`config.mk`:
```
export PLATFORM = sky130hd
export DESIGN_NAME = cte_yuv422_packer
export DESIGN_NICKNAME = d
export VERILOG_FILES = /design/src/rtl/cte_yuv422_packer.sv
export SDC_FILE = /design/constraint.sdc
export NUM_CORES = 1
export LEC_CHECK = 0
export ABC_AREA = 1
export BUFFER_PORTS_ARGS = -buffer_cell sky130_fd_sc_hd__buf_2
export CAP_MARGIN = 20
export CORE_ASPECT_RATIO = 2
export CORE_UTILIZATION = 50
export DETAILED_ROUTE_END_ITERATION = 7
export HOLD_SLACK_MARGIN = 0.08
export PLACE_DENSITY = 0.8
export SYNTH_ARGS = -nofsm -noshare
export SYNTH_HDL_FRONTEND = slang
export SYNTH_SLANG_ARGS = --single-unit
```
`constraint.sdc`:
```
create_clock -name clk -period 3.81 [get_ports clk]
set_clock_uncertainty 0.15 [all_clocks]
set_input_delay 0 -clock clk [delete_from_list [all_inputs] [get_ports clk]]
set_output_delay 0 -clock clk [all_outputs]
set_load 0.02 [all_outputs]
```
`src/rtl/cte_yuv422_packer.sv`:
```
// cte_yuv422_packer
// Feeds RGB pixels to the CTE converter in pairs (RGB-to-YUV mode). It then
// gathers the U, Y0, V, Y1 bytes that CTE returns and packs each group into
// one 32-bit 4:2:2 word. Packed words wait in a small FIFO until the
// downstream port takes them.
// A new pair is started only when the FIFO is sure to have room for its word.
// This credit check keeps downstream backpressure away from CTE.

module cte_yuv422_packer #(
  parameter int DEPTH   = 4,
  parameter bit PAD_DUP = 1'b1
) (
  input  logic        clk,
  input  logic        reset,
  input  logic        s_valid,
  output logic        s_ready,
  input  logic [23:0] s_rgb,
  input  logic        s_last,
  output logic        cte_op_mode,
  output logic        cte_in_en,
  output logic [23:0] cte_rgb_in,
  input  logic        cte_busy,
  input  logic        cte_out_valid,
  input  logic [7:0]  cte_yuv_out,
  output logic        m_valid,
  input  logic        m_ready,
  output logic [31:0] m_data,
  output logic        m_last,
  output logic        err
);

  localparam int AW = $clog2(DEPTH);
  localparam int CW = AW + 1;

  localparam logic [2:0] IDLE  = 3'd0;
  localparam logic [2:0] SEND0 = 3'd1;
  localparam logic [2:0] WAIT1 = 3'd2;
  localparam logic [2:0] SEND1 = 3'd3;
  localparam logic [2:0] DRAIN = 3'd4;
  localparam logic [2:0] PAD   = 3'd5;

  // Pair sequencing state
  logic [2:0]  state;
  logic [2:0]  state_nx;
  logic        started;
  logic [23:0] pix0;
  logic [23:0] pix1;
  logic [23:0] rgb_hold;
  logic [23:0] drive_rgb;
  logic        pair_last;
  logic        inflight;
  logic        wait1_new;
  logic        wait1_en;

  // Byte capture state
  logic [1:0]  phase;
  logic [23:0] asm_q;
  logic        byte_ok;
  logic        spurious;
  logic        push_req;

  // Word FIFO: an output register holds the head word, and the memory
  // holds the words queued behind it
  logic [32:0]   mem_q [DEPTH];
  logic [AW-1:0] wr_ptr;
  logic [AW-1:0] rd_ptr;
  logic [CW-1:0] mem_count;
  logic [CW-1:0] fifo_count;
  logic          credit_ok;
  logic          pop;
  logic          push_ok;
  logic          push_drop;
  logic          load_out;
  logic          mem_rd;
  logic          mem_wr;
  logic          bypass;

  assign cte_op_mode = 1'b1;

  assign fifo_count = mem_count + CW'(m_valid);
  assign credit_ok  = (fifo_count + CW'(inflight)) < CW'(DEPTH);

  // A byte is accepted only while a pair is outstanding or a word is
  // partly built. Any other byte is flagged as spurious and discarded.
  assign byte_ok  = cte_out_valid && (inflight || (phase != 2'd0));
  assign spurious = cte_out_valid && !inflight && (phase == 2'd0);
  assign push_req = byte_ok && (phase == 2'd3);

  assign pop       = m_valid && m_ready;
  assign push_ok   = push_req && ((fifo_count < CW'(DEPTH)) || pop);
  assign push_drop = push_req && !push_ok;
  assign load_out  = !m_valid || pop;
  assign mem_rd    = load_out && (mem_count != '0);
  assign bypass    = push_ok && load_out && (mem_count == '0);
  assign mem_wr    = push_ok && !bypass;

  // CTE sees the pixel being issued during a strobe and the last issued pixel otherwise
  assign cte_rgb_in = cte_in_en ? drive_rgb : rgb_hold;

  // Next-state logic and the handshake and strobe outputs for the pair sequencer
  always_comb begin
    state_nx  = state;
    s_ready   = 1'b0;
    cte_in_en = 1'b0;
    drive_rgb = rgb_hold;
    case (state)
      IDLE: begin
        s_ready = started && credit_ok;
        if (s_valid && started && credit_ok) begin
          state_nx = SEND0;
        end
      end
      SEND0: begin
        drive_rgb = pix0;
        if (!cte_busy) begin
          cte_in_en = 1'b1;
          state_nx  = pair_last ? PAD : WAIT1;
        end
      end
      WAIT1: begin
        s_ready = !cte_busy;
        if (s_valid && !cte_busy) begin
          state_nx = SEND1;
        end
      end
      SEND1: begin
        drive_rgb = pix1;
        if (!cte_busy) begin
          cte_in_en = 1'b1;
          state_nx  = DRAIN;
        end
      end
      PAD: begin
        drive_rgb = PAD_DUP ? pix0 : 24'h000000;
        if (!cte_busy) begin
          cte_in_en = 1'b1;
          state_nx  = DRAIN;
        end
      end
      DRAIN: begin
        if (!inflight || push_req) begin
          state_nx = IDLE;
        end
      end
      default: state_nx = IDLE;
    endcase
  end

  // Sequencer registers: state, held pixels, the frame-end flag and inflight credit
  always_ff @(posedge clk or negedge reset) begin
    if (!reset) begin
      state     <= IDLE;
      started   <= 1'b0;
      pix0      <= 24'h000000;
      pix1      <= 24'h000000;
      rgb_hold  <= 24'h000000;
      pair_last <= 1'b0;
      inflight  <= 1'b0;
      wait1_new <= 1'b0;
      wait1_en  <= 1'b0;
    end else begin
      state     <= state_nx;
      started   <= 1'b1;
      wait1_new <= (state_nx == WAIT1) && (state != WAIT1);
      wait1_en  <= cte_in_en;
      if (cte_in_en) begin
        rgb_hold <= drive_rgb;
      end
      if (state == IDLE && s_valid && s_ready) begin
        pix0      <= s_rgb;
        pair_last <= s_last;
      end
      if (state == WAIT1 && s_valid && s_ready) begin
        pix1      <= s_rgb;
        pair_last <= s_last;
      end
      if (push_req) begin
        inflight <= 1'b0;
      end
      if (state == SEND0 && cte_in_en) begin
        inflight <= 1'b1;
      end
    end
  end

  // Collect U, Y0 and V into the assembly register. Y1 joins them on the way into the FIFO.
  always_ff @(posedge clk or negedge reset) begin
    if (!reset) begin
      phase <= 2'd0;
      asm_q <= 24'h000000;
    end else if (byte_ok) begin
      phase <= phase + 2'd1;
      case (phase)
        2'd0:    asm_q[23:16] <= cte_yuv_out;
        2'd1:    asm_q[15:8]  <= cte_yuv_out;
        2'd2:    asm_q[7:0]   <= cte_yuv_out;
        default: ;
      endcase
    end
  end

  // FIFO storage behind the output register. It has no reset, because only written entries are ever read.
  always_ff @(posedge clk) begin
    if (mem_wr) begin
      mem_q[wr_ptr] <= {pair_last, asm_q, cte_yuv_out};
    end
  end

  // FIFO pointers, occupancy and the registered first-word-fall-through head
  always_ff @(posedge clk or negedge reset) begin
    if (!reset) begin
      wr_ptr    <= '0;
      rd_ptr    <= '0;
      mem_count <= '0;
      m_valid   <= 1'b0;
      m_data    <= 32'h00000000;
      m_last    <= 1'b0;
    end else begin
      mem_count <= mem_count + CW'(mem_wr) - CW'(mem_rd);
      if (mem_wr) begin
        wr_ptr <= wr_ptr + AW'(1);
      end
      if (mem_rd) begin
        rd_ptr <= rd_ptr + AW'(1);
      end
      if (load_out) begin
        if (mem_count != '0) begin
          m_valid <= 1'b1;
          m_data  <= mem_q[rd_ptr][31:0];
          m_last  <= mem_q[rd_ptr][32];
        end else if (push_ok) begin
          m_valid <= 1'b1;
          m_data  <= {asm_q, cte_yuv_out};
          m_last  <= pair_last;
        end else begin
          m_valid <= 1'b0;
        end
      end
    end
  end

  // Sticky protocol error: a stray byte, a dropped word, or CTE busy on an unprompted WAIT1 entry
  always_ff @(posedge clk or negedge reset) begin
    if (!reset) begin
      err <= 1'b0;
    end else if (spurious || push_drop || (wait1_new && cte_busy && !wait1_en)) begin
      err <= 1'b1;
    end
  end

endmodule

```
==> key figures, run 1 <==
Drt
  – Initial DRC count: approximately 430
  – DR pass1 iterations: 5
  – DR WL/cell: 17.5 µm
  – Routed vias/inst: 5.52
  – DRC: 0
  – Vias post-DR: about 8400
  – WL final: 26700 µm
  – ANT nets after route: 0

Final layout
  – Ant. Diodes: 0
  – Post-Layout Cell Count: 1523
  – Most common cell after layout, fill and taps aside: nand2_1
  – Commonest non-fill, non-tap cells in the layout: nand2_1, nand3_1, dfrtp_1
  – Total Nets Final: 1277
  – Layout cells sized above 1: 0.146
  – Layout area overhead: 16.8%

Worst hold path
  – Hold Path Sink: pix1[13]$_DFFE_PN0P_
  – Worst hold stages: 3
  – Type of the most critical hold path: in -> reg
  – Hold Crit Start: s_rgb[13]

Floorplanning
  – Die span in x: approximately 110 µm
  – Row count: 78
  – Die height: between 200 and 250 µm
  – Ports: 101
  – Initial Util: 0.510
  – Core area: 22700 µm²
  – Die area: 23900 µm²

Placed design
  – GP Congestion: between 0.8 and 0.9
  – Placed insts: between 1000 and 1500
  – Post-DP HPWL: 16100 µm
  – Place WS: a little under 0.8 ns
  – PortBufs: 99

Setup path
  – CP peak stage delay: 0.41 ns
  – R2R Setup Slk: approximately 0.71 ns
  – Critical path cell sequence: inv_1 -> ha_1 -> nand2_1 -> nand2_1 -> nor2_2 -> nand3_1 -> ha_1 -> inv_1 -> ha_1 -> fa_1 -> xnor2_1 -> xor2_1
  – Crit-path most repeated cell: ha_1
  – Type of origin of the critical path: flop
  – Worst Path Required: 4.09 ns
  – R2R cell count: 12
  – Slowest cell on the critical path: ha_1
  – Critical R2R Capture: mem_count[2]$_DFF_PN0_
  – Arrival time at the worst endpoint: 3.38 ns
  – RR Startpoint: phase[0]$_DFFE_PN0P_
  – Kind of critical path: reg -> reg
  – Endpoint class of the critical path: flop
  – CP max FO: 7

Run status
  – Run status: finished clean

Timing
  – Fmax: 0.323 GHz
  – Slew HR: 0.393
  – Setup violators final: 0
  – Fin Setup TNS: 0 ns
  – Fin Hold WS: 0.101 ns
  – Final period util: 0.813
  – Worst-margin pin slew: 0.910 ns
  – Max-slew violations: 0
  – Setup ws final: 0.713 ns
  – RSZ-0062 raised after global routing: false
  – Min Tclk post-route: 3.10 ns
  – Hold Vio Cnt, Final: 0

Pwr
  – Leak: 6.14 nW
  – Pwr/cell area: 819 nW/µm²
  – Peak VDD IR: 0.000576 V

Synthesis
  – Seq/Total Area, Yosys: 0.661
  – Syn avg cell area: 10.5 µm²
  – Mapped Cells: 1103
  – Netlist Area Pre-Place: 11600 µm²
  – Distinct cells, synth: 31
  – Synthesized flop and latch total: 280
  – Ys Warns: 0

Clock tree
  – CTS H-tree depth: 1
  – # clock sinks: 280
  – Clock Latency Late Sink: 0.52 ns
  – CTS tree: built
  – CTS Buf Count: 24
  – Clk buf depth: 3
  – Clock-pin slew on the worst setup and hold paths: 0.07 ns
  – Postcts setup bufs: 0
  – Root Driver: clkbuf_16

Global routing
  – Global Route Usage Sum: 0.235
  – Overflow after GRT: 0
  – Largest net degree at the start of global routing: 98
  – Vias in the first global route: about 9000
  – First-pass GRT wire length: 43000 µm
  – Antenna violations before repair: 0

Run
  – MaxCap Viol Count: 0
## worst max-delay path by stage
stage / start / end
after floorplan: m_valid$_DFFE_PN0N_ / mem_q[0][0]$_DFFE_PP_
after global placement: mem_count[0]$_DFF_PN0_ / mem_count[2]$_DFF_PN0_
after detailed placement: mem_count[0]$_DFF_PN0_ / mem_count[2]$_DFF_PN0_
after CTS: mem_count[0]$_DFF_PN0_ / mem_count[2]$_DFF_PN0_
after global routing: mem_count[0]$_DFF_PN0_ / mem_count[2]$_DFF_PN0_
final: phase[0]$_DFFE_PN0P_ / mem_count[2]$_DFF_PN0_
## logic make-up (layout without fill, tap and decap cells)
kind of cell               Yosys count  count (layout)  share of synthesized area
adders and majority gates           13              13                     0.0147
and+or+nand+nor                    609             609                      0.229
buffers and inverters              105             244                     0.0391
DFF                                280             280                      0.661
muxes                               24              24                     0.0233
AOI/OAI and AO/OA                   66              66                     0.0287
other                                1               2                   0.000323
xor gates and xnor gates             5               5                    0.00377
## layout make-up
class                   count  area [µm²]
fillers                  1744        9180
flip-flops and latches    280        7670
multi-input cells         719        3500
repair buffers            158        1070
clock buffers              37         721
well taps                 280         350
inverters                  42         158
clock inverters             7        93.8
## power breakdown
group	total, mW	switching, mW	internal, mW
Combinational	3.94	2.69	1.24
Clock	2.49	1.05	1.44
Sequential	4.68	0.534	4.14
## critical path, delay by kind of cell, from the launching register on
kind          cells  cell delay, ns
xor+xnor          2            0.43
simple gates      4            0.71
buf+inv           2            0.14
fa+ha+maj         4            1.22
flops             1            0.37
## stage by stage
step	power (mW)	utilization	cell area [µm²]
final	11.1	0.596	13600
after global routing	11.8	0.596	13600
after CTS	11.2	0.596	13600
after detailed placement	8.61	0.541	12300
after global placement	8.45	0.541	12300
after floorplan	7.40	-	11600
## flip-flops by register name, summed over array words and instances, names as in the netlist
signal     cells
wait1_en       1
mem_count      3
m_valid        1
m_last         1
pix0          24
started        1
mem_q        132
rd_ptr         2
pair_last      1
asm_q         24
m_data        32
wait1_new      1
pix1          24
inflight       1
rgb_hold      24
phase          2
err            1
state          3
wr_ptr         2
## metal layers
| layer | track usage | wire, µm | up-vias |
|---|---|---|---|
| li1 | - | - | 3969 |
| met1 | 0.246 | 9210 | 4074 |
| met2 | 0.449 | 14900 | 293 |
| met3 | 0.0296 | 1490 | 78 |
| met4 | 0.108 | 1060 | 0 |
| met5 | 0 | 0 | - |
## timing repair
action	in CTS	in global routing
hold buffers	42	0
endpoints found under the hold margin	243	0
gates resized for setup	0	0
## Yosys cell counts, drive strengths merged
cell type	instances	area (µm²)
nor2	15	82.6
edfxtp	132	3960
buf	36	195
fa	1	20.0
conb	1	3.75
clkbuf	27	101
nand2	348	1320
o211ai	1	7.51
ha	12	150
nand3	242	1220
o21ai	62	310
mux2	24	270
inv	42	158
dfrtp	148	3700
xnor2	1	8.76
xor2	4	35.0
nor3	4	47.5
a21oi	3	15.0
(Power assumes the default switching activity.)
==> run 2: changes to the inputs <==
ABC_AREA = 0   (was 1)
clock period = 3.11 ns   (was 3.81 ns; I/O delays follow)
==> run 2 against run 1 <==
Sequential power is 29% higher. Synthesized cell count is 38% lower. Via count is 20% lower. Maximum frequency is 5.6% higher. Combinational power is 15% higher. Global-route usage is 1.3 points lower. Utilization is 1.6 points higher. Area after synthesis is 3.5% lower. Flip-flop and latch count stayed put. Hold slack worse by 0.010 ns. Setup slack worse by 0.54 ns. Largest power group unchanged.
==> key figures, run 2 <==
Floorplanning
  – Die span in x: 108 µm
  – Ports: 101
  – Die area: 23000 µm²
  – Core area: approximately 22000 µm²
  – Initial Util: 0.507
  – Row count: 77
  – Die height: 214 µm

Worst hold path
  – Worst hold stages: 3
  – Hold Crit Start: s_rgb[7]
  – Type of the most critical hold path: in -> reg
  – Hold Path Sink: pix0[7]$_DFFE_PN0P_

Drt
  – Routed vias/inst: between 5 and 6
  – DR pass1 iterations: 4
  – WL final: 24600 µm
  – Initial DRC count: 290
  – ANT nets after route: 0
  – DRC: 0
  – DR WL/cell: 21.5 µm
  – Vias post-DR: 6705

Timing
  – Fmax: between 0.3 and 0.4 GHz
  – Setup violators final: 0
  – Worst-margin pin slew: 0.935 ns
  – Fin Setup TNS: 0 ns
  – Fin Hold WS: between 0.09 and 0.1 ns
  – Min Tclk post-route: 2.93 ns
  – Hold Vio Cnt, Final: 0
  – RSZ-0062 raised after global routing: false
  – Max-slew violations: 0
  – Final period util: 0.943
  – Slew HR: 0.377

Setup path
  – Arrival time at the worst endpoint: 3.20 ns
  – R2R cell count: 12
  – Critical path cell sequence: ha_1 -> ha_1 -> xor2_2 -> a21oi_1 -> o21a_1 -> inv_1 -> ha_1 -> inv_1 -> ha_1 -> fa_1 -> xnor2_2 -> xnor2_1
  – CP peak stage delay: between 0.4 and 0.5 ns
  – CP max FO: 7
  – R2R Setup Slk: 0.18 ns
  – Critical R2R Capture: mem_count[2]$_DFF_PN0_
  – Slowest cell on the critical path: dfrtp_2
  – Worst Path Required: 3.37 ns
  – Endpoint class of the critical path: flop
  – Type of origin of the critical path: flop
  – Crit-path most repeated cell: ha_1
  – RR Startpoint: m_valid$_DFFE_PN0N_
  – Kind of critical path: reg -> reg

Pwr
  – Leak: 5.22 nW
  – Peak VDD IR: 0.000661 V
  – Pwr/cell area: 1010 nW/µm²

Clock tree
  – Clk buf depth: 3
  – CTS H-tree depth: 1
  – CTS Buf Count: 26
  – CTS tree: built
  – Root Driver: clkbuf_16
  – Clock-pin slew on the worst setup and hold paths: 0.06 ns
  – # clock sinks: 280
  – Clock Latency Late Sink: 0.53 ns

Synthesis
  – Share of the synthesized area in the top cell type: 0.354
  – Asr flop ratio synth: 0.529
  – Distinct cells, synth: 37
  – Syn avg cell area: 16.3 µm²
  – Ys flop type: dfrtp_1
  – Synthesized flop and latch total: 280
  – Netlist Area Pre-Place: 11200 µm²
  – Mapped Cells: slightly below 700
  – Synth area leader: edfxtp_1
  – Synth cell count leaders: dfrtp_1, edfxtp_1, or3_1, mux2_2
  – Ys Warns: 0
  – Top-count cell post-synth: dfrtp_1
  – Seq/Total Area, Yosys: 0.685
  – Synth area leaders: edfxtp_1, dfrtp_1, mux4_2
  – Post-synth EDFFs: 132

Global routing
  – Global Route Usage Sum: 0.222
  – Overflow after GRT: 0
  – Largest net degree at the start of global routing: 65
  – First-pass GRT wire length: 38200 µm
  – Antenna violations before repair: 0
  – Vias in the first global route: 7125

Run status
  – Run status: finished clean

Final layout
  – Ant. Diodes: 0
  – Layout area overhead: 20.6%
  – Core Util, Final: 0.612
  – Post-Layout Cell Count: 1140
  – Top Registers: mem_q: 132 flops, m_data: 32 flops
  – Most common cell after layout, fill and taps aside: dfrtp_1
  – Layout cells sized above 1: 0.341
  – Total Nets Final: 896
  – Reg with most FFs: mem_q
  – Max reg flops: 132
  – Commonest non-fill, non-tap cells in the layout: dfrtp_1, edfxtp_1, buf_2

Placed design
  – Placed insts: between 1000 and 1500
  – Post-DP HPWL: 15300 µm
  – GP Congestion: 0.802
  – PortBufs: 99

Run
  – MaxCap Viol Count: 0
run 2: changes by cell type in the layout (fill, tap and decap cells not counted), moves of 10 or more:
| cell | previous run | this run |
|---|---|---|
| or3_1 | 0 | 58 |
| nand3_1 | 241 | 7 |
| mux2_2 | 4 | 55 |
| mux4_2 | 0 | 33 |
| a21oi_1 | 3 | 29 |
| inv_1 | 34 | 10 |
| nand2_1 | 344 | 11 |
| dlygate4sd3_1 | 41 | 51 |
| o21ai_1 | 29 | 0 |
| o221a_2 | 0 | 33 |
| o22ai_1 | 0 | 24 |
run 2: cell families after synthesis:
| logic type | count (synthesis) | share of synthesized area |
|---|---|---|
| AO/OA/AOI/OAI | 123 | 0.0782 |
| adder cells (fa/ha/maj) | 13 | 0.0152 |
| other | 1 | 0.000335 |
| flip-flops | 280 | 0.685 |
| AND/OR/NAND/NOR | 98 | 0.0511 |
| multiplexers | 108 | 0.142 |
| buffers and inverters | 54 | 0.0208 |
| XOR/XNOR | 9 | 0.00771 |
run 2: routing by layer:
layer  vias to the layer above  wire length [µm]  global-route usage
met3                        44               954              0.0264
met1                      3497              8750               0.230
met4                         0               810               0.100
li1                       2977                 -                   -
met2                       187             14000               0.433
met5                         -                 0                   0
run 2: cell type report:
class / instances / area (µm²)
fill: 1601 / 8560
sequential: 280 / 7670
multi-input combinational: 353 / 3320
timing repair buffer: 173 / 1290
clock buffer: 30 / 697
tap: 276 / 345
clock inverter: 18 / 135
inverter: 10 / 37.5
run 2: worst max-delay path: cells and delay by family (launching register included):
family	cells	cell delay, ns
buffers and inverters	2	0.09
XOR/XNOR	3	0.50
AO/OA/AOI/OAI	2	0.32
adder cells (fa/ha/maj)	5	1.32
flip-flops	1	0.44
run 2: metrics by stage:
step | setup WS, ns | power, mW | cell area [µm²]
final | 0.177 | 13.7 | 13500
after global routing | 0.0232 | 14.4 | 13500
after CTS | 0.189 | 13.8 | 13500
after detailed placement | 0.208 | 10.6 | 12100
after global placement | 0.314 | 10.4 | 12100
after floorplan | 0.188 | 9.09 | 11200
run 2: worst max path at each step:
| stage | to | cells after the start | slack (ns) | from |
|---|---|---|---|---|
| 6_report | mem_count[2]$_DFF_PN0_ | 12 | 0.18 | m_valid$_DFFE_PN0N_ |
| 3_3_place_gp | mem_count[2]$_DFF_PN0_ | 12 | 0.31 | m_valid$_DFFE_PN0N_ |
| 3_5_place_dp | mem_count[2]$_DFF_PN0_ | 12 | 0.21 | m_valid$_DFFE_PN0N_ |
| 5_1_grt | mem_count[2]$_DFF_PN0_ | 12 | 0.02 | m_valid$_DFFE_PN0N_ |
| 2_1_floorplan | mem_count[2]$_DFF_PN0_ | 12 | 0.19 | m_valid$_DFFE_PN0N_ |
| 4_1_cts | s_ready | 7 | 0.19 | m_valid$_DFFE_PN0N_ |
run 2: where the power goes:
group          internal, mW  leakage (nW)  switching, mW
Clock                  1.70         0.410           1.37
Combinational          2.15          1.89           2.38
Sequential             5.21          2.92          0.851
run 2: what timing repair did:
action | 4_1_cts | 5_1_grt
buffers inserted | 0 | 0
hold buffers | 52 | 0
endpoints found under the setup margin | 0 | 1
resized for setup | 0 | 2
endpoints found under the hold margin | 296 | 0
==> run 3: changes to the inputs <==
CORE_ASPECT_RATIO = 1.2   (was 2)
REMOVE_ABC_BUFFERS = 1   (was default)
==> run 3 against run 2 <==
The flow now finishes with violations (design-rule violations). Register-to-register slack is essentially flat. Flip-flop and latch count is the same. Global-route usage shrank 0.81 points. Sequential power is essentially flat. Via count shrank 1.1%. Clock power is essentially flat. Count of clock-buffer cells in the layout shrank 1. Total power grew 0.28%. Sequential share of layout area grew 0.34 points. Combinational power is essentially flat. Utilization grew 0.21 points. Critical path depth is the same. Largest cell class unchanged. Highest routed layer unchanged.
==> key figures, run 3 (synthesis gave the netlist of run 2 again) <==
Placed design
  – Post-DP HPWL: ~14000 µm
  – Placed insts: 1038
  – PortBufs: 99
  – GP Congestion: roughly 0.73
  – Area post-placement: approximately 12000 µm²
  – Place WS: roughly 0.21 ns

Global routing
  – Largest net degree at the start of global routing: 74
  – Vias in the first global route: 7215
  – Global Route Usage Sum: 0.214
  – Overflow after GRT: 0
  – Antenna violations before repair: 0
  – First-pass GRT wire length: 38500 µm

Clock tree
  – Clock-pin slew on the worst setup and hold paths: roughly 0.060 ns
  – Root Driver: clkbuf_16
  – CTS tree: built
  – CTS Buf Count: 27
  – Clock Latency Late Sink: approximately 0.53 ns
  – Clk buf depth: 3
  – CTS H-tree depth: 1
  – Postcts setup bufs: 0
  – # clock sinks: 280

Drt
  – DRC: 9
  – Routed vias/inst: a little under 6
  – ANT nets after route: 0
  – Vias post-DR: 6630
  – DR pass1 iterations: 8
  – Initial DRC count: 325
  – WL final: 24000 µm
  – DR WL/cell: 21.1 µm

Run
  – MaxCap Viol Count: 0

Final layout
  – Layout cells sized above 1: 0.338
  – FILL cells: between 1500 and 2000
  – Finished Cell Area: approximately 13000 µm²
  – Layout area overhead: 19.8%
  – Max reg flops: about 130
  – Top Registers: mem_q: 132 flops, m_data: 32 flops
  – Ant. Diodes: 0
  – Core Util, Final: 0.614
  – Commonest non-fill, non-tap cells in the layout: dfrtp_1, edfxtp_1, buf_2
  – Most common cell after layout, fill and taps aside: dfrtp_1
  – Total Nets Final: between 800 and 900
  – Reg with most FFs: mem_q
  – Post-Layout Cell Count: 1133

Timing
  – Setup ws final: 0.181 ns
  – Min Tclk post-route: just under 3 ns
  – Final period util: 0.942
  – Fmax: 0.341 GHz
  – Hold Vio Cnt, Final: 0
  – RSZ-0062 raised after global routing: false
  – Worst-margin pin slew: 0.997 ns
  – Fin Hold WS: 0.0994 ns
  – Setup violators final: 0
  – Max-slew violations: 0
  – Slew HR: 0.335

Floorplanning
  – Core area: ~22000 µm²
  – Row count: 59
  – Ports: 101
  – Die height: 166 µm
  – Die span in x: 139 µm
  – Initial Util: 0.512
  – Die area: between 20000 and 25000 µm²

Worst hold path
  – Hold Crit Start: s_rgb[23]
  – Type of the most critical hold path: in -> reg

Pwr
  – Leak: just over 5 nW
  – Peak VDD IR: around 0.00068 V
  – Pwr/cell area: 1020 nW/µm²

Run status
  – Run status: complete, but fails checks
  – Failing checks: design-rule violations

Setup path
  – Endpoint class of the critical path: flop
  – RR Startpoint: m_valid$_DFFE_PN0N_
  – Arrival time at the worst endpoint: 3.23 ns
  – Worst Path Required: 3.41 ns
  – R2R Setup Slk: about 0.18 ns
  – CP max FO: 7
  – Kind of critical path: reg -> reg
  – Worst setup path start: m_valid$_DFFE_PN0N_
  – Type of origin of the critical path: flop
run 3: final cells by class:
| cell class | count | area (µm²) | area share |
|---|---|---|---|
| clock buffer | 29 | 693 | 0.0517 |
| clock inverter | 20 | 130 | 0.00970 |
| inverter | 10 | 37.5 | 0.00280 |
| multi-input combinational | 353 | 3310 | 0.247 |
| sequential | 280 | 7670 | 0.572 |
| tap | 274 | 343 | 0.0256 |
| timing repair buffer | 167 | 1230 | 0.0919 |
run 3: per-layer routing:
| layer | up-vias | wire length (µm) | track usage |
|---|---|---|---|
| li1 | 2975 | - | - |
| met3 | 41 | 1520 | 0.0444 |
| met2 | 217 | 12600 | 0.398 |
| met4 | 0 | 457 | 0.0537 |
| met5 | - | 0 | 0 |
| met1 | 3397 | 9340 | 0.250 |
run 3: repair_timing:
action / 4_1_cts / 5_1_grt
gates resized for setup: 0 / 0
endpoints found under the hold margin: 293 / 1
hold buffers: 45 / 1
run 3: power breakdown:
group	switching [mW]	internal, mW	leakage, nW
Sequential	0.865	5.21	2.92
Combinational	2.41	2.15	1.86
Clock	1.37	1.69	0.398
Total	4.64	9.05	5.18
run 3: worst paths after layout:
check | endpoint | cells after the start
min in group asynchronous | rd_ptr[1]$_DFFE_PN0P_ | 4
worst min-delay path | pix1[23]$_DFFE_PN0P_ | 3
worst max register to register | mem_count[2]$_DFF_PN0_ | 12
worst min register to register | pix0[5]$_DFFE_PN0P_ | 1
max in group asynchronous | rd_ptr[0]$_DFFE_PN0P_ | 4
worst max-delay path | mem_count[2]$_DFF_PN0_ | 12
run 3: critical path, cell delays in order, from the launching register on:
cell,delay [ns]
dfrtp_1,0.46
ha_1,0.23
ha_1,0.23
xor2_2,0.22
a21oi_1,0.15
o21a_1,0.16
inv_1,0.06
ha_1,0.26
inv_1,0.04
ha_1,0.18
fa_1,0.37
xnor2_1,0.18
xnor2_1,0.15
run 3: through the flow:
step                TNS [ns]  power, mW
detailed placement         0       10.6
global placement           0       10.4
global route               0       14.4
CTS                        0       13.8
finish                     0       13.7
floorplan             -46.13       8.98
